### src/rtl/mem_stage.sv
// -----------------------------------------------------------------------------
// mem_stage
//   Memory stage of a 5-stage ARM-style pipeline. Holds the EX/MEM pipeline
//   register, drives the data-memory bus through a variable-latency req/ack
//   handshake, stalls the upstream stages while an access is outstanding, and
//   loads the MEM/WB register every cycle. A watchdog turns a bus access that
//   never acknowledges into a flagged retirement with its write-back
//   suppressed.
//
// Parameters
//   DATA_W  : data / address width
//   TMO_CYC : cycles of an access without ack before it is abandoned (1..255)
//
// Compile-time option
//   MEM_ALIGN_CHECK_EN : when defined, a load/store whose address has non-zero
//     low two bits never reaches the bus; it retires in one cycle with
//     write-back disabled and raises bus_error_out. When undefined the low
//     address bits are forced to zero and the access proceeds normally.
//
// Ports
//   clk, reset (async, active-low)
//   enable, flush                   : hazard-unit control of the EX/MEM capture
//   *_in_exmem                      : instruction fields arriving from EX
//   dmem_req/we/addr/wdata (out)    : data-memory request
//   dmem_rdata/ack (in)             : data-memory response
//   mem_stall_out                   : freezes IF/ID/EX and EX/MEM
//   *_out_memwb                     : MEM/WB register contents
//   fwd_Rd_out/fwd_data_out/fwd_we_out : EX/MEM view for the forwarding unit
//   bus_error_out                   : one-cycle pulse, aligned with the
//                                     retirement of the failed access in MEM/WB
//   dbg_state_out                   : current handshake state (0 IDLE, 1 WAIT)
//
// Handshake: the stage holds dmem_req high with we/addr/wdata stable from the
// first cycle of an access until the cycle in which dmem_ack is seen high;
// the access completes in exactly that cycle (ack may arrive in the same cycle
// req first rises). dmem_rdata is only sampled in the ack cycle.
// -----------------------------------------------------------------------------
module mem_stage #(
  parameter int DATA_W  = 32,
  parameter int TMO_CYC = 255
) (
  input  logic              clk,
  input  logic              reset,
  input  logic              enable,
  input  logic              flush,
  input  logic [DATA_W-1:0] pc_in_exmem,
  input  logic [DATA_W-1:0] alu_result_in_exmem,
  input  logic [DATA_W-1:0] write_data_in_exmem,
  input  logic [3:0]        Rd_in_exmem,
  input  logic              reg_write_en_in_exmem,
  input  logic              mem_read_en_in_exmem,
  input  logic              mem_write_en_in_exmem,
  input  logic              mem_to_reg_in_exmem,
  output logic              dmem_req,
  output logic              dmem_we,
  output logic [DATA_W-1:0] dmem_addr,
  output logic [DATA_W-1:0] dmem_wdata,
  input  logic [DATA_W-1:0] dmem_rdata,
  input  logic              dmem_ack,
  output logic              mem_stall_out,
  output logic [DATA_W-1:0] pc_out_memwb,
  output logic [DATA_W-1:0] alu_result_out_memwb,
  output logic [DATA_W-1:0] read_data_out_memwb,
  output logic [3:0]        Rd_out_memwb,
  output logic              reg_write_en_out_memwb,
  output logic              mem_to_reg_out_memwb,
  output logic [3:0]        fwd_Rd_out,
  output logic [DATA_W-1:0] fwd_data_out,
  output logic              fwd_we_out,
  output logic              bus_error_out,
  output logic              dbg_state_out
);

  typedef enum logic {
    S_IDLE = 1'b0,
    S_WAIT = 1'b1
  } state_t;

  // Counter value at which an unacknowledged access is abandoned. The counter
  // holds the number of cycles the current access has already spent waiting,
  // so the access gets TMO_CYC-1 stall cycles before the timeout cycle.
  localparam logic [7:0] TMO_LAST = 8'(TMO_CYC - 1);

  // EX/MEM register
  logic              r_valid;
  logic [DATA_W-1:0] r_pc;
  logic [DATA_W-1:0] r_alu;
  logic [DATA_W-1:0] r_wdata;
  logic [3:0]        r_rd;
  logic              r_reg_write;
  logic              r_mem_read;
  logic              r_mem_write;
  logic              r_mem_to_reg;

  // Handshake state
  state_t            r_state;
  state_t            w_state_nxt;
  logic [7:0]        r_tmo_cnt;
  logic [7:0]        w_tmo_cnt_nxt;

  // MEM/WB register
  logic [DATA_W-1:0] r_wb_pc;
  logic [DATA_W-1:0] r_wb_alu;
  logic [DATA_W-1:0] r_wb_rdata;
  logic [3:0]        r_wb_rd;
  logic              r_wb_reg_write;
  logic              r_wb_mem_to_reg;
  logic              r_bus_error;

  // Decode of the instruction held in EX/MEM
  logic w_memop;
  logic w_misalign;
  logic w_bus_op;
  logic w_is_load;
  logic w_timeout;
  logic w_stall;

  assign w_memop = r_valid & (r_mem_read | r_mem_write);

`ifdef MEM_ALIGN_CHECK_EN
  assign w_misalign = w_memop & (r_alu[1:0] != 2'b00);
`else
  assign w_misalign = 1'b0;
`endif

  // Only an access that passes the alignment filter goes to the bus.
  assign w_bus_op  = w_memop & ~w_misalign;
  // Read and write both set behaves as a store.
  assign w_is_load = r_mem_read & ~r_mem_write;
  // An ack in the timeout cycle wins: the access completes normally.
  assign w_timeout = w_bus_op & ~dmem_ack & (r_tmo_cnt == TMO_LAST);
  assign w_stall   = w_bus_op & ~dmem_ack & ~w_timeout;

  // ---------------------------------------------------------------------------
  // Handshake FSM: next state and watchdog counter
  // ---------------------------------------------------------------------------
  always_comb begin
    w_state_nxt   = r_state;
    w_tmo_cnt_nxt = r_tmo_cnt;
    case (r_state)
      S_IDLE: begin
        if (w_stall) begin
          w_state_nxt = S_WAIT;
        end
      end
      S_WAIT: begin
        // Leaves on ack or timeout, both of which remove the stall.
        if (!w_stall) begin
          w_state_nxt = S_IDLE;
        end
      end
      default: begin
        w_state_nxt = S_IDLE;
      end
    endcase
    // The issue cycle counts as the first waiting cycle, so the counter is
    // already 1 when the FSM enters WAIT.
    if (w_stall) begin
      w_tmo_cnt_nxt = r_tmo_cnt + 8'd1;
    end else begin
      w_tmo_cnt_nxt = 8'd0;
    end
  end

  always_ff @(posedge clk or negedge reset) begin
    if (!reset) begin
      r_state   <= S_IDLE;
      r_tmo_cnt <= 8'd0;
    end else begin
      r_state   <= w_state_nxt;
      r_tmo_cnt <= w_tmo_cnt_nxt;
    end
  end

  // ---------------------------------------------------------------------------
  // EX/MEM register
  // ---------------------------------------------------------------------------
  always_ff @(posedge clk or negedge reset) begin
    if (!reset) begin
      r_valid      <= 1'b0;
      r_pc         <= '0;
      r_alu        <= '0;
      r_wdata      <= '0;
      r_rd         <= 4'd0;
      r_reg_write  <= 1'b0;
      r_mem_read   <= 1'b0;
      r_mem_write  <= 1'b0;
      r_mem_to_reg <= 1'b0;
    end else if (enable && !w_stall) begin
      if (flush) begin
        // Bubble: fields zeroed so it is invisible downstream.
        r_valid      <= 1'b0;
        r_pc         <= '0;
        r_alu        <= '0;
        r_wdata      <= '0;
        r_rd         <= 4'd0;
        r_reg_write  <= 1'b0;
        r_mem_read   <= 1'b0;
        r_mem_write  <= 1'b0;
        r_mem_to_reg <= 1'b0;
      end else begin
        r_valid      <= 1'b1;
        r_pc         <= pc_in_exmem;
        r_alu        <= alu_result_in_exmem;
        r_wdata      <= write_data_in_exmem;
        r_rd         <= Rd_in_exmem;
        r_reg_write  <= reg_write_en_in_exmem;
        r_mem_read   <= mem_read_en_in_exmem;
        r_mem_write  <= mem_write_en_in_exmem;
        r_mem_to_reg <= mem_to_reg_in_exmem;
      end
    end
  end

  // ---------------------------------------------------------------------------
  // MEM/WB register: loaded every cycle; a stalled cycle inserts a bubble.
  // ---------------------------------------------------------------------------
  always_ff @(posedge clk or negedge reset) begin
    if (!reset) begin
      r_wb_pc         <= '0;
      r_wb_alu        <= '0;
      r_wb_rdata      <= '0;
      r_wb_rd         <= 4'd0;
      r_wb_reg_write  <= 1'b0;
      r_wb_mem_to_reg <= 1'b0;
      r_bus_error     <= 1'b0;
    end else if (w_stall) begin
      r_wb_pc         <= '0;
      r_wb_alu        <= '0;
      r_wb_rdata      <= '0;
      r_wb_rd         <= 4'd0;
      r_wb_reg_write  <= 1'b0;
      r_wb_mem_to_reg <= 1'b0;
      r_bus_error     <= 1'b0;
    end else begin
      r_wb_pc         <= r_pc;
      r_wb_alu        <= r_alu;
      r_wb_rd         <= r_rd;
      r_wb_mem_to_reg <= r_mem_to_reg;
      // A failed access must not write the register file.
      r_wb_reg_write  <= r_reg_write & ~w_timeout & ~w_misalign;
      // Unstalled with a bus op means either ack or timeout; only the
      // acknowledged load returns data.
      r_wb_rdata      <= (w_bus_op && w_is_load && dmem_ack) ? dmem_rdata : '0;
      r_bus_error     <= w_timeout | w_misalign;
    end
  end

  // ---------------------------------------------------------------------------
  // Outputs
  // ---------------------------------------------------------------------------
  // Request is purely a function of EX/MEM, so an async reset drops it at once.
  assign dmem_req      = w_bus_op;
  assign dmem_we       = r_mem_write;
  assign dmem_addr     = {r_alu[DATA_W-1:2], 2'b00};
  assign dmem_wdata    = r_wdata;
  assign mem_stall_out = w_stall;

  assign pc_out_memwb           = r_wb_pc;
  assign alu_result_out_memwb   = r_wb_alu;
  assign read_data_out_memwb    = r_wb_rdata;
  assign Rd_out_memwb           = r_wb_rd;
  assign reg_write_en_out_memwb = r_wb_reg_write;
  assign mem_to_reg_out_memwb   = r_wb_mem_to_reg;
  assign bus_error_out          = r_bus_error;

  // Load results are not yet available here; the hazard unit covers load-use.
  assign fwd_Rd_out    = r_rd;
  assign fwd_data_out  = r_alu;
  assign fwd_we_out    = r_valid & r_reg_write & ~r_mem_read;

  assign dbg_state_out = r_state;

endmodule
### config.mk
export PLATFORM = sky130hd
export DESIGN_NAME = mem_stage
export DESIGN_NICKNAME = d
export VERILOG_FILES = /design/src/rtl/mem_stage.sv
export SDC_FILE = /design/constraint.sdc
export NUM_CORES = 1
export LEC_CHECK = 0
export ABC_CLOCK_PERIOD_IN_PS = 3700
export BUFFER_PORTS_ARGS = -buffer_cell sky130_fd_sc_hd__buf_2
export CAP_MARGIN = 20
export CORE_ASPECT_RATIO = 2
export CORE_MARGIN = 5
export CORE_UTILIZATION = 52
export DETAILED_ROUTE_END_ITERATION = 8
export PLACE_DENSITY = 0.85
export SYNTH_ARGS = -nofsm -noshare
export SYNTH_HDL_FRONTEND = slang
export SYNTH_SLANG_ARGS = --single-unit
export TNS_END_PERCENT = 30
### constraint.sdc
create_clock -name clk -period 3.7 [get_ports clk]
set_input_delay 0 -clock clk [delete_from_list [all_inputs] [get_ports clk]]
set_output_delay 0 -clock clk [all_outputs]
set_load 0.01 [all_outputs]
==> results of run 1 <==
-- layout by cell type, fill, tap and decap left out, types with 2 or more instances in the layout --
master	instances
sky130_fd_sc_hd__a21oi_1	5
sky130_fd_sc_hd__and2_1	33
sky130_fd_sc_hd__buf_2	345
sky130_fd_sc_hd__buf_4	5
sky130_fd_sc_hd__bufinv_16	2
sky130_fd_sc_hd__clkbuf_16	19
sky130_fd_sc_hd__clkbuf_8	2
sky130_fd_sc_hd__clkinv_2	3
sky130_fd_sc_hd__clkinv_4	3
sky130_fd_sc_hd__conb_1	2
sky130_fd_sc_hd__dfrtp_1	217
sky130_fd_sc_hd__diode_2	3
sky130_fd_sc_hd__dlygate4sd3_1	138
sky130_fd_sc_hd__ha_1	2
sky130_fd_sc_hd__inv_1	2
sky130_fd_sc_hd__mux2_2	5
sky130_fd_sc_hd__mux2_4	3
sky130_fd_sc_hd__nand2_1	3
sky130_fd_sc_hd__nand2_2	2
sky130_fd_sc_hd__nand2b_1	97
sky130_fd_sc_hd__nand3_1	2
sky130_fd_sc_hd__nor2_1	10
sky130_fd_sc_hd__nor2b_1	77
sky130_fd_sc_hd__nor3_1	2
sky130_fd_sc_hd__o21ai_0	196
-- cell type report --
class / count / area share [%]
Tap cell: 204 / 2.10
Timing Repair Buffer: 491 / 26.4
Clock inverter: 9 / 0.897
Sequential cell: 217 / 44.7
Antenna cell: 3 / 0.0618
Clock buffer: 22 / 4.17
Multi-Input combinational cell: 449 / 21.5
Inverter: 4 / 0.144
-- layer usage --
metal / global-route usage, % / up-vias / share of wire, %
met1: 32.2 / 3590 / 34
met3: 4.39 / 119 / 7.0
met4: 15.4 / 0 / 5.9
li1: - / 3277 / -
met2: 50.0 / 391 / 53
met5: 0 / - / 0
-- repair_timing --
| action | 4_1_cts | 5_1_grt |
|---|---|---|
| endpoints found under the hold margin | 264 | 0 |
| hold buffers | 138 | 0 |
| setup endpoints to repair | 0 | 0 |
-- worst max-delay path: cells and delay by family (launching register included) --
kind	cells	cell delay, ns
and+or+nand+nor	4	1.13
adders and majority gates	1	0.20
buffers and inverters	3	0.76
AOI/OAI and AO/OA	1	0.15
DFF	1	0.44
-- worst max path at each step --
| stage | cells after the start | slack [ns] | endpoint |
|---|---|---|---|
| 2_1_floorplan | 10 | 1.82 | dmem_wdata[31]$_DFFE_PN0P_ |
| 3_3_place_gp | 9 | 0.96 | dmem_wdata[24]$_DFFE_PN0P_ |
| 3_5_place_dp | 9 | 0.87 | dmem_wdata[28]$_DFFE_PN0P_ |
| 4_1_cts | 8 | 0.54 | mem_stall_out |
| 5_1_grt | 9 | 0.58 | dmem_wdata[29]$_DFFE_PN0P_ |
| 6_report | 9 | 0.78 | dmem_wdata[24]$_DFFE_PN0P_ |
-- synth_stat cells --
master	n	area share [%]
sky130_fd_sc_hd__a21oi_1	5	0.29
sky130_fd_sc_hd__a31oi_1	1	0.074
sky130_fd_sc_hd__and2_1	33	2.4
sky130_fd_sc_hd__and3_1	1	0.074
sky130_fd_sc_hd__and4_4	1	0.13
sky130_fd_sc_hd__and4b_1	1	0.12
sky130_fd_sc_hd__buf_2	2	0.12
sky130_fd_sc_hd__buf_4	32	2.8
sky130_fd_sc_hd__buf_6	2	0.26
sky130_fd_sc_hd__clkbuf_1	49	2.2
sky130_fd_sc_hd__conb_1	1	0.044
sky130_fd_sc_hd__dfrtp_1	217	64
sky130_fd_sc_hd__ha_1	2	0.29
sky130_fd_sc_hd__inv_1	3	0.13
sky130_fd_sc_hd__inv_2	1	0.044
sky130_fd_sc_hd__mux2_2	5	0.66
sky130_fd_sc_hd__mux2_4	3	0.53
sky130_fd_sc_hd__nand2_1	3	0.13
sky130_fd_sc_hd__nand2_2	2	0.15
sky130_fd_sc_hd__nand2b_1	97	7.1
sky130_fd_sc_hd__nand2b_4	1	0.16
sky130_fd_sc_hd__nand3_1	2	0.12
sky130_fd_sc_hd__nor2_1	10	0.44
sky130_fd_sc_hd__nor2b_1	77	5.7
sky130_fd_sc_hd__nor3_1	2	0.12
sky130_fd_sc_hd__o211ai_1	1	0.088
sky130_fd_sc_hd__o21ai_0	196	12
sky130_fd_sc_hd__o41ai_1	1	0.10
sky130_fd_sc_hd__or3_1	1	0.074
sky130_fd_sc_hd__xnor2_1	1	0.10
sky130_fd_sc_hd__xor2_1	1	0.10
-- metrics by stage --
| step | area (um2) | cells | setup slack [ns] |
|---|---|---|---|
| floorplan | 8510 | 755 | 1.82 |
| global placement | 10100 | 1226 | 0.958 |
| detailed placement | 10100 | 1226 | 0.866 |
| CTS | 12100 | 1395 | 0.545 |
| global route | 12100 | 1399 | 0.581 |
| finish | 12100 | 1399 | 0.780 |
-- power breakdown --
group | total (mW) | switching, mW | internal, mW
sequential | 2.70 | 0.118 | 2.58
clock | 1.99 | 0.868 | 1.12
combinational | 0.929 | 0.508 | 0.421
-- kinds of logic (layout without fill, tap and decap cells) --
kind of cell	after synthesis	count (layout)	share of synthesized area (%)
other cells	1	5	0.0441
xor+xnor	2	2	0.206
compound gates	204	204	12.1
mux	8	8	1.19
flops	217	217	63.9
simple gates	231	231	16.7
fa+ha+maj	2	2	0.294
buf+inv	89	526	5.55
==> parameters.txt, run 1 <==
Parameter                              Value

Finish
  Footprint of the multi-input gates ... 2600 um2
  Net total in the final layout ... 1324
  Layout area overhead ... 42.8%
  Share of the core filled with cells in the final layout ... 75.0%
  Layout cell share with drive strength beyond 1 ... 33.3%
  Storage cell area ... 5430 um2
  Number of fill cells in the layout ... 1055

Worst setup path
  Critical path required time ... 4.04 ns
  Worst setup slack for register-to-register paths ... 0.78 ns
  Type of origin of the critical path ... flop
  CP startpoint ... r_tmo_cnt[0]$_DFF_PN0_
  Setup Crit Path Kind ... reg -> reg
  Number of cells traversed by the worst register-to-register path ... 9
  Worst Path Arrival ... 3.26 ns
  Critical Path Fanout Max ... 83
  Critical-path cell with the highest stage delay ... sky130_fd_sc_hd__nand2b_4
  Type of element capturing the critical path ... flop
  End of the worst register-to-register path ... dmem_wdata[24]$_DFFE_PN0P_
  Most prevalent standard cell on the critical path ... sky130_fd_sc_hd__nand2_2
  Startpoint of the worst register-to-register path ... r_tmo_cnt[0]$_DFF_PN0_
  Cell-by-cell listing of the critical path ... inv_1 > ha_1 > and3_1 > nand2_2 > nand2_2 > inv_4 > nand2b_4 > buf_4 > o21ai_0
  Slowest Stage Delay on Critical Path ... 0.74 ns

Clock tree
  TritonCTS clock tree ... yes
  Clock Sink Count ... 217
  Setup Fix Bufs, Post-CTS ... 0
  # H-tree levels ... 1
  CTS root buf ... sky130_fd_sc_hd__clkbuf_16
  TritonCTS Buffers ... 18
  Maximum clock path buffer count ... 3
  Total of cells resized after clock tree synthesis ... 0
  Clock latency on the worst-skew pair ... 0.48 ns
  Clock edge transition at the registers on the reported setup and hold paths ... 0.07 ns

Route
  Initial detailed-routing violation count ... 348
  Via Count ... 7377
  Count of antenna-violating nets left after detailed routing ... 0
  Per-cell via count in the routed design ... 5.27
  TritonRoute pass-1 iters ... 6
  Drt drc ... 0
  Average wire per cell in the routed design ... 19.7 um
  Total detailed-routing wirelength ... 27500 um

Floorplanning
  Die height ... 191 um
  Core ar. ... 16200 um2
  Effective utilization at floorplan ... 52.5%
  Area of the die ... 19200 um2
  Placement Rows ... 66
  Chip Width ... 100 um
  Io pins ... 349

Timing
  Setup repair after global routing missed its margin ... no
  Time the final worst path needs with I/O delays and setup ... 2.92 ns
  Fin Setup TNS ... 0 ns
  Final slew viol count ... 0
  Total of endpoints with negative setup slack in the final report ... 0
  Maximum achievable frequency ... 0.342 GHz
  Worst setup skew after layout ... 0.00954 ns
  Pin slew with the least headroom to its limit ... 1.06 ns
  Final period util ... 78.9%
  Worst Hold Margin ... 0.157 ns
  Worst max-slew margin expressed relative to the limit ... 29.3%
  Final hold violation count ... 0

Logic synthesis
  Post-synth cell types ... 31
  Synthesized netlist cell count ... 754
  Yosys warning count ... 0
  Flops & latches, synth ... 217
  Synth Cell Area ... 8500 um2
  Mean post-synth cell area ... 11.3 um2
  Portion of the post-synthesis area used by sequential elements ... 63.9%

Power
  Power, Total ... 5.62 mW
  Total leakage power ... 6.29 nW
  Power density over the cells ... 463 nW/um2
  Highest ir drop seen on vdd ... 0.351 mV

Placed design
  Number of buffer cells added on primary ports ... 346
  Detailed placer's ending HPWL ... 15700 um
  Final estimated routing congestion in global placement ... 0.859

Global routing
  Antenna violations before repair ... 3
  Wire length of the first global-routing pass ... 42500 um
  Largest net degree at the start of global routing ... 130
  Via count of the first global-routing pass ... 7833
  GRT Resource Usage Total ... 28.3%
  Remaining global-route overflow ... 0

Job
  Count of max-cap constraint violations ... 0

Worst hold path
  Worst hold path type ... in -> async

Status
  Status ... finished clean
Power figures use the tool's default switching activity.
==> inputs of run 2 (changes only) <==
--- a/config.mk
+++ b/config.mk
@@ -5,14 +5,14 @@
 export SDC_FILE = /design/constraint.sdc
 export NUM_CORES = 1
 export LEC_CHECK = 0
-export ABC_CLOCK_PERIOD_IN_PS = 3700
+export ABC_CLOCK_PERIOD_IN_PS = 2550
 export BUFFER_PORTS_ARGS = -buffer_cell sky130_fd_sc_hd__buf_2
 export CAP_MARGIN = 20
 export CORE_ASPECT_RATIO = 2
 export CORE_MARGIN = 5
-export CORE_UTILIZATION = 52
+export CORE_UTILIZATION = 43
 export DETAILED_ROUTE_END_ITERATION = 8
-export PLACE_DENSITY = 0.85
+export PLACE_DENSITY = 0.75
 export SYNTH_ARGS = -nofsm -noshare
 export SYNTH_HDL_FRONTEND = slang
 export SYNTH_SLANG_ARGS = --single-unit
==> constraint.sdc (replaced) <==
create_clock -name clk -period 2.55 [get_ports clk]
set_input_delay 0 -clock clk [delete_from_list [all_inputs] [get_ports clk]]
set_output_delay 0 -clock clk [all_outputs]
set_load 0.01 [all_outputs]
==> run 2 against run 1 <==
Effect of this change:
- clock power rose by 52%
- cell area rose by 1.7%
- non-clock buffer count grew 7
- clock skew decreased by 0.0016 ns
- combinational power grew 45%
- wire length decreased by 5.5%
- worst setup slack worse by 0.48 ns
- largest power group unchanged
==> parameters.txt, run 2 (synthesis gave the netlist of run 1 again) <==
Parameter                              Value

Clock tree
  Clock Sink Count ... 217 (unchanged)
  TritonCTS clock tree ... yes
  TritonCTS Buffers ... 19 (+1)
  Clock latency on the worst-skew pair ... 0.48 ns (about the same)
  # H-tree levels ... 1 (unchanged)
  Maximum clock path buffer count ... 3 (unchanged)
  Clock edge transition at the registers on the reported setup and hold paths ... 0.07 ns (about the same)
  CTS root buf ... sky130_fd_sc_hd__clkbuf_16

Timing
  Worst max-slew margin expressed relative to the limit ... 42.5% (+13 points)
  Pin slew with the least headroom to its limit ... 0.862 ns (-0.197 ns)
  Worst Hold Margin ... 0.0696 ns (-0.0875 ns)
  Final hold violation count ... 0 (unchanged)
  Time the final worst path needs with I/O delays and setup ... 2.25 ns
  Final WS setup ... 0.301 ns (-0.479 ns)
  Setup repair after global routing missed its margin ... no
  Fin Setup TNS ... 0 ns (unchanged)
  Worst setup skew after layout ... 0.00795 ns (-0.00159 ns)
  Final period util ... 88.2%
  Final slew viol count ... 0 (unchanged)
  Maximum achievable frequency ... 0.445 GHz
  Total of endpoints with negative setup slack in the final report ... 0 (unchanged)

Worst setup path
  Cell-by-cell listing of the critical path ... inv_1 > ha_1 > and3_1 > nand2_2 > nand2_2 > inv_4 > buf_16 > buf_2
  Critical Path Fanout Max ... 84 (+1.2%)
  Critical path required time ... 2.55 ns (-1.49 ns)
  Most prevalent standard cell on the critical path ... sky130_fd_sc_hd__nand2_2
  Critical-path cell with the highest stage delay ... sky130_fd_sc_hd__dfrtp_1
  Setup Crit Path Kind ... reg -> out
  Type of element capturing the critical path ... output port
  Type of origin of the critical path ... flop
  Slowest Stage Delay on Critical Path ... 0.45 ns (-0.29 ns)
  Worst Path Arrival ... 2.25 ns (-1.01 ns)

Floorplanning
  Effective utilization at floorplan ... 43.7% (-8.8 points)
  Die height ... 209 um (+9.4%)
  Placement Rows ... 72 (+9.1%)
  Area of the die ... 22900 um2 (+19%)
  Io pins ... 349 (unchanged)
  Core ar. ... 19500 um2 (+20%)
  Chip Width ... 109 um (+9.0%)

Finish
  Fin area ... 12300 um2 (+1.7%)
  Commonest non-fill, non-tap cells in the layout ... sky130_fd_sc_hd__buf_2 (345), sky130_fd_sc_hd__dfrtp_1 (217), sky130_fd_sc_hd__o21ai_0 (196), sky130_fd_sc_hd__dlygate4sd3_1 (138), sky130_fd_sc_hd__nand2b_1 (97)
  Layout area overhead ... 45.2%
  Count of placed standard cells in the final layout, fillers left out ... 1459 (+4.3%)
  Leading cell type in the layout, fill and taps excluded ... sky130_fd_sc_hd__buf_2
  Share of the core filled with cells in the final layout ... 63.4% (-12 points)
  Layout cell share with drive strength beyond 1 ... 33.4% (+0.14 points)
  Net total in the final layout ... 1332 (+0.60%)

Placed design
  Number of buffer cells added on primary ports ... 346 (unchanged)
  Final estimated routing congestion in global placement ... 0.865 (+0.65%)
  Placed Cells incl. Taps ... 1288 (+5.1%)
  Detailed placer's ending HPWL ... 16100 um (+3.0%)
  Cell Area, Placed ... 10300 um2 (+1.8%)
  Post-placement setup slack ... 0.390 ns (-0.476 ns)

Route
  Total detailed-routing wirelength ... 26000 um (-5.5%)
  Count of antenna-violating nets left after detailed routing ... 0 (unchanged)
  Drt drc ... 0 (unchanged)
  Initial detailed-routing violation count ... 325 (-6.6%)
  Average wire per cell in the routed design ... 17.8 um (-9.4%)
  Per-cell via count in the routed design ... 4.90 (-7.0%)
  Via Count ... 7151 (-3.1%)
  TritonRoute pass-1 iters ... 4 (-2)

Power
  Total leakage power ... 6.36 nW (+1.1%)
  Highest ir drop seen on vdd ... 0.475 mV (+35%)
  Power, Total ... 8.28 mW (+47%)
  Power density over the cells ... 671 nW/um2 (+45%)

Global routing
  GRT Resource Usage Total ... 21.8% (-6.5 points)
  Antenna violations before repair ... 1 (-2)
  Largest net degree at the start of global routing ... 169 (+30%)
  Remaining global-route overflow ... 0 (unchanged)
  Via count of the first global-routing pass ... 7402 (-5.5%)
  Wire length of the first global-routing pass ... 39600 um (-6.9%)

Status
  Status ... finished clean

Job
  Count of max-cap constraint violations ... 0 (unchanged)

Worst hold path
  Worst hold path type ... in -> reg
-- run 2: cell types whose count changed in the layout (fill, tap and decap cells not counted) --
cell                         before  now
sky130_fd_sc_hd__clkinv_4         3    0
sky130_fd_sc_hd__clkbuf_1         1    4
sky130_fd_sc_hd__diode_2          3    1
sky130_fd_sc_hd__buf_4            5    7
sky130_fd_sc_hd__clkbuf_16       19   20
sky130_fd_sc_hd__buf_12           1    5
sky130_fd_sc_hd__bufinv_16        2    4
sky130_fd_sc_hd__clkinvlp_4       1    0
sky130_fd_sc_hd__clkbuf_8         2    1
-- run 2: critical path, delay by kind of cell, from the launching register on --
family	cells	cell delay, ns
buf+inv	4	0.70
flops	1	0.45
simple gates	3	0.39
fa+ha+maj	1	0.21
-- run 2: cell type report --
| class | instances | area, um2 |
|---|---|---|
| timing repair buffer | 498 | 3330 |
| multi-input combinational | 449 | 2600 |
| antenna | 1 | 2.50 |
| fill | 1488 | 7110 |
| inverter | 4 | 17.5 |
| sequential | 217 | 5430 |
| tap | 259 | 324 |
| clock buffer | 24 | 504 |
| clock inverter | 7 | 135 |
-- run 2: power breakdown --
group          internal (mW)  switching (mW)
logic                  0.632           0.722
registers               3.75           0.159
clock network           1.80            1.22
-- run 2: what timing repair did --
action | CTS | global route
gates resized for setup | 0 | 1
hold buffers | 138 | 0
hold endpoints to repair | 241 | 0
setup endpoints to repair | 0 | 1
buffers inserted | 0 | 0
-- run 2: final timing paths --
| kind | start | to | slack (ns) | depth (start not counted) |
|---|---|---|---|---|
| setup / recovery | r_tmo_cnt[0]$_DFF_PN0_ | mem_stall_out | 0.30 | 8 |
| hold / removal | enable | r_pc[11]$_DFFE_PN0P_ | 0.07 | 3 |
| setup reg to reg | r_tmo_cnt[0]$_DFF_PN0_ | fwd_Rd_out[3]$_DFFE_PN0P_ | 0.33 | 9 |
| hold reg to reg | r_pc[6]$_DFFE_PN0P_ | pc_out_memwb[6]$_DFF_PN0_ | 0.48 | 1 |
| max in group asynchronous | reset | pc_out_memwb[2]$_DFF_PN0_ | 1.66 | 3 |
| min in group asynchronous | reset | pc_out_memwb[7]$_DFF_PN0_ | 0.16 | 2 |
-- run 2: metal layers --
layer | routed length [um] | global-route usage, %
met5 | 13 | 0
met2 | 13600 | 38.0
met1 | 9540 | 25.9
met3 | 1710 | 3.49
met4 | 1190 | 9.64
==> inputs of run 3 (changes only) <==
--- a/config.mk
+++ b/config.mk
@@ -5,6 +5,7 @@
 export SDC_FILE = /design/constraint.sdc
 export NUM_CORES = 1
 export LEC_CHECK = 0
+export ABC_AREA = 0
 export ABC_CLOCK_PERIOD_IN_PS = 2550
 export BUFFER_PORTS_ARGS = -buffer_cell sky130_fd_sc_hd__buf_2
 export CAP_MARGIN = 20
@@ -13,6 +14,7 @@
 export CORE_UTILIZATION = 43
 export DETAILED_ROUTE_END_ITERATION = 8
 export PLACE_DENSITY = 0.75
+export SETUP_SLACK_MARGIN = 0.4
 export SYNTH_ARGS = -nofsm -noshare
 export SYNTH_HDL_FRONTEND = slang
 export SYNTH_SLANG_ARGS = --single-unit
==> run 3 against run 2 <==
Effect of this change:
- cell area is 0.80% higher
- via count is 0.92% higher
- combinational power is 3% higher
- non-clock buffer count is 4 higher
- clock-buffer cell count stayed put
- fmax is 12% higher
- critical path type unchanged
- largest cell class unchanged
==> parameters.txt, run 3 (synthesis gave the netlist of run 1 again) <==
Parameter                              Value

Power
  Combinational group share of total power ... 16.7% (+0.3 points)
  Power density over the cells ... 669 nW/um2 (-0.28%)
  Highest ir drop seen on vdd ... 0.471 mV (-0.89%)
  Internal power component ... 6.20 mW (+0.38%)
  Power share of the sequential group ... 46.9% (-0.3 points)
  Switching share of total power ... 25.5% (+0.10 points)
  Power dissipated by switching net loads ... 2.12 mW (+0.92%)
  Clock network power share ... 36.3% (-0.2 points)
  Total leakage power ... 6.40 nW (+0.61%)

Timing
  Worst setup skew after layout ... 0.00841 ns (+0.000457 ns)
  Final hold violation count ... 0 (unchanged)
  Maximum achievable frequency ... 0.496 GHz (+12%)
  Final period util ... 79.1% (-9.1 points)
  Fin Setup TNS ... 0 ns (unchanged)
  Time the final worst path needs with I/O delays and setup ... 2.02 ns (-0.232 ns)
  Final slew viol count ... 0 (unchanged)
  Setup repair after global routing missed its margin ... yes
  Total of endpoints with negative setup slack in the final report ... 0 (unchanged)
  Pin slew with the least headroom to its limit ... 0.891 ns (+0.0290 ns)
  Worst max-slew margin expressed relative to the limit ... 40.6% (-1.9 points)
  Final WS setup ... 0.534 ns (+0.232 ns)

Worst setup path
  Critical Path Fanout Max ... 21 (-75%)
  Type of origin of the critical path ... flop
  End of the worst register-to-register path ... r_pc[28]$_DFFE_PN0P_
  Type of element capturing the critical path ... output port
  Setup Crit Path Kind ... reg -> out
  Worst setup slack for register-to-register paths ... 0.55 ns (+0.22 ns)
  Worst Path Arrival ... 2.02 ns (-0.23 ns)
  Number of cells traversed by the worst register-to-register path ... 10 (+1)
  Startpoint of the worst register-to-register path ... r_tmo_cnt[0]$_DFF_PN0_
  Critical path required time ... 2.55 ns (about the same)

Clock tree
  CTS root buf ... sky130_fd_sc_hd__clkbuf_16
  TritonCTS clock tree ... yes
  # H-tree levels ... 1 (unchanged)
  Clock edge transition at the registers on the reported setup and hold paths ... 0.06 ns (about the same)
  TritonCTS Buffers ... 19 (unchanged)
  Clock latency on the worst-skew pair ... 0.48 ns (about the same)
  Maximum clock path buffer count ... 3 (unchanged)
  Clock Sink Count ... 217 (unchanged)

Finish
  Number of antenna cells inserted ... 0 (-1)
  Layout area overhead ... 46.4%
  Commonest non-fill, non-tap cells in the layout ... sky130_fd_sc_hd__buf_2 (345), sky130_fd_sc_hd__dfrtp_1 (216), sky130_fd_sc_hd__o21ai_0 (180), sky130_fd_sc_hd__dlygate4sd3_1 (138), sky130_fd_sc_hd__nand2b_1 (97)
  Leading cell type in the layout, fill and taps excluded ... sky130_fd_sc_hd__buf_2
  Number of fill cells in the layout ... 1483 (-0.34%)
  Net total in the final layout ... 1336 (+0.30%)
  Layout cell share with drive strength beyond 1 ... 33.8% (+0.39 points)

Global routing
  Largest net degree at the start of global routing ... 102 (-40%)
  GRT Resource Usage Total ... 22.7% (+0.88 points)
  Via count of the first global-routing pass ... 7550 (+2.0%)
  Wire length of the first global-routing pass ... 41000 um (+3.5%)
  Antenna violations before repair ... 1 (unchanged)
  Remaining global-route overflow ... 0 (unchanged)

Placed design
  Post-placement setup slack ... 0.390 ns (unchanged)
  Final estimated routing congestion in global placement ... 0.865 (unchanged)
  Detailed placer's ending HPWL ... 16100 um (unchanged)
  Number of buffer cells added on primary ports ... 346 (unchanged)

Route
  Initial detailed-routing violation count ... 351 (+8.0%)
  Per-cell via count in the routed design ... 4.94 (+0.72%)
  Drt drc ... 0 (unchanged)
  TritonRoute pass-1 iters ... 4 (unchanged)
  Via Count ... 7217 (+0.92%)
  Average wire per cell in the routed design ... 18.3 um (+2.5%)
  Count of antenna-violating nets left after detailed routing ... 0 (unchanged)
  Total detailed-routing wirelength ... 26700 um (+2.8%)

Floorplanning
  Io pins ... 349 (unchanged)
  Placement Rows ... 72 (unchanged)
  Die height ... 209 um (unchanged)
  Chip Width ... 109 um (unchanged)
  Effective utilization at floorplan ... 43.7% (unchanged)
  Area of the die ... 22900 um2 (unchanged)
  Core ar. ... 19500 um2 (unchanged)

Worst hold path
  WHS Path Cells ... 4 (+1)
  Worst hold path type ... in -> reg
  Launch point of the worst hold path ... enable
  Worst Hold Endpoint ... r_pc[11]$_DFFE_PN0P_

Status
  Status ... finished clean

Job
  Count of max-cap constraint violations ... 0 (unchanged)
-- run 3: layout make-up --
class,count,area [um2],area share (%)
clock inverter,7,135,1.09
inverter,4,20.0,0.161
sequential,217,5430,43.6
multi-input combinational,449,2610,21.0
timing repair buffer,502,3420,27.4
clock buffer,24,504,4.05
tap,259,324,2.60
-- run 3: what timing repair did --
action | in CTS | in global routing
setup endpoints to repair | 3 | 68
buffers inserted | 1 | 1
hold buffers | 138 | 0
cloned | 2 | 1
hold endpoints to repair | 241 | 0
gates resized for setup | 1 | 22
-- run 3: metrics by stage --
step | instance area (um2) | instances | power, mW | hold slack (ns) | util [%]
finish | 12400 | 1462 | 8.33 | 0.0496 | 64.0
global route | 12400 | 1462 | 8.69 | 0.0505 | 64.0
CTS | 12400 | 1460 | 8.39 | 0.0347 | 63.7
detailed placement | 10300 | 1288 | 5.13 | 0.109 | 52.9
global placement | 10300 | 1288 | 5.10 | 0.0962 | 52.9
floorplan | 8510 | 755 | 4.54 | -0.296 | -
-- run 3: power groups by stage --
stage | sequential [mW] | combinational, mW | clock (mW)
2_1_floorplan | 4.07 | 0.473 | 0
3_3_place_gp | 3.95 | 1.14 | 0
3_5_place_dp | 3.96 | 1.17 | 0
4_1_cts | 3.90 | 1.38 | 3.11
5_1_grt | 3.94 | 1.52 | 3.22
6_report | 3.91 | 1.39 | 3.03
-- run 3: per-layer routing --
layer  routed length, um  global-route usage (%)  share of wire (%)  vias to the layer above
met5                  13                       0              0.049                        -
met4                1320                    11.1                5.0                        2
met3                1740                    3.61                6.5                       85
met2               13900                    39.4                 52                      311
met1                9770                    26.6                 37                     3513
li1                    -                       -                  -                     3306
-- run 3: worst max path at each step --
stage / to / startpoint / slack [ns]
final: mem_stall_out / r_tmo_cnt[0]$_DFF_PN0_ / 0.53
after global routing: r_pc[5]$_DFFE_PN0P_ / r_tmo_cnt[0]$_DFF_PN0_ / 0.39
after CTS: mem_stall_out / r_tmo_cnt[0]$_DFF_PN0_ / 0.40
after detailed placement: fwd_Rd_out[3]$_DFFE_PN0P_ / r_tmo_cnt[0]$_DFF_PN0_ / 0.39
after global placement: fwd_Rd_out[3]$_DFFE_PN0P_ / r_tmo_cnt[0]$_DFF_PN0_ / 0.45
after floorplan: dmem_wdata[31]$_DFFE_PN0P_ / r_tmo_cnt[0]$_DFF_PN0_ / 0.67
-- run 3: worst max-delay path, cell delays in order, from the launching register on --
cell and delay [ns]:
sky130_fd_sc_hd__dfrtp_2 0.45, sky130_fd_sc_hd__inv_1 0.07, sky130_fd_sc_hd__ha_1 0.17, sky130_fd_sc_hd__and3_4 0.21, sky130_fd_sc_hd__nand2_2 0.08, sky130_fd_sc_hd__nand2_4 0.11, sky130_fd_sc_hd__clkinv_4 0.11, sky130_fd_sc_hd__buf_16 0.19
sky130_fd_sc_hd__buf_2 0.15
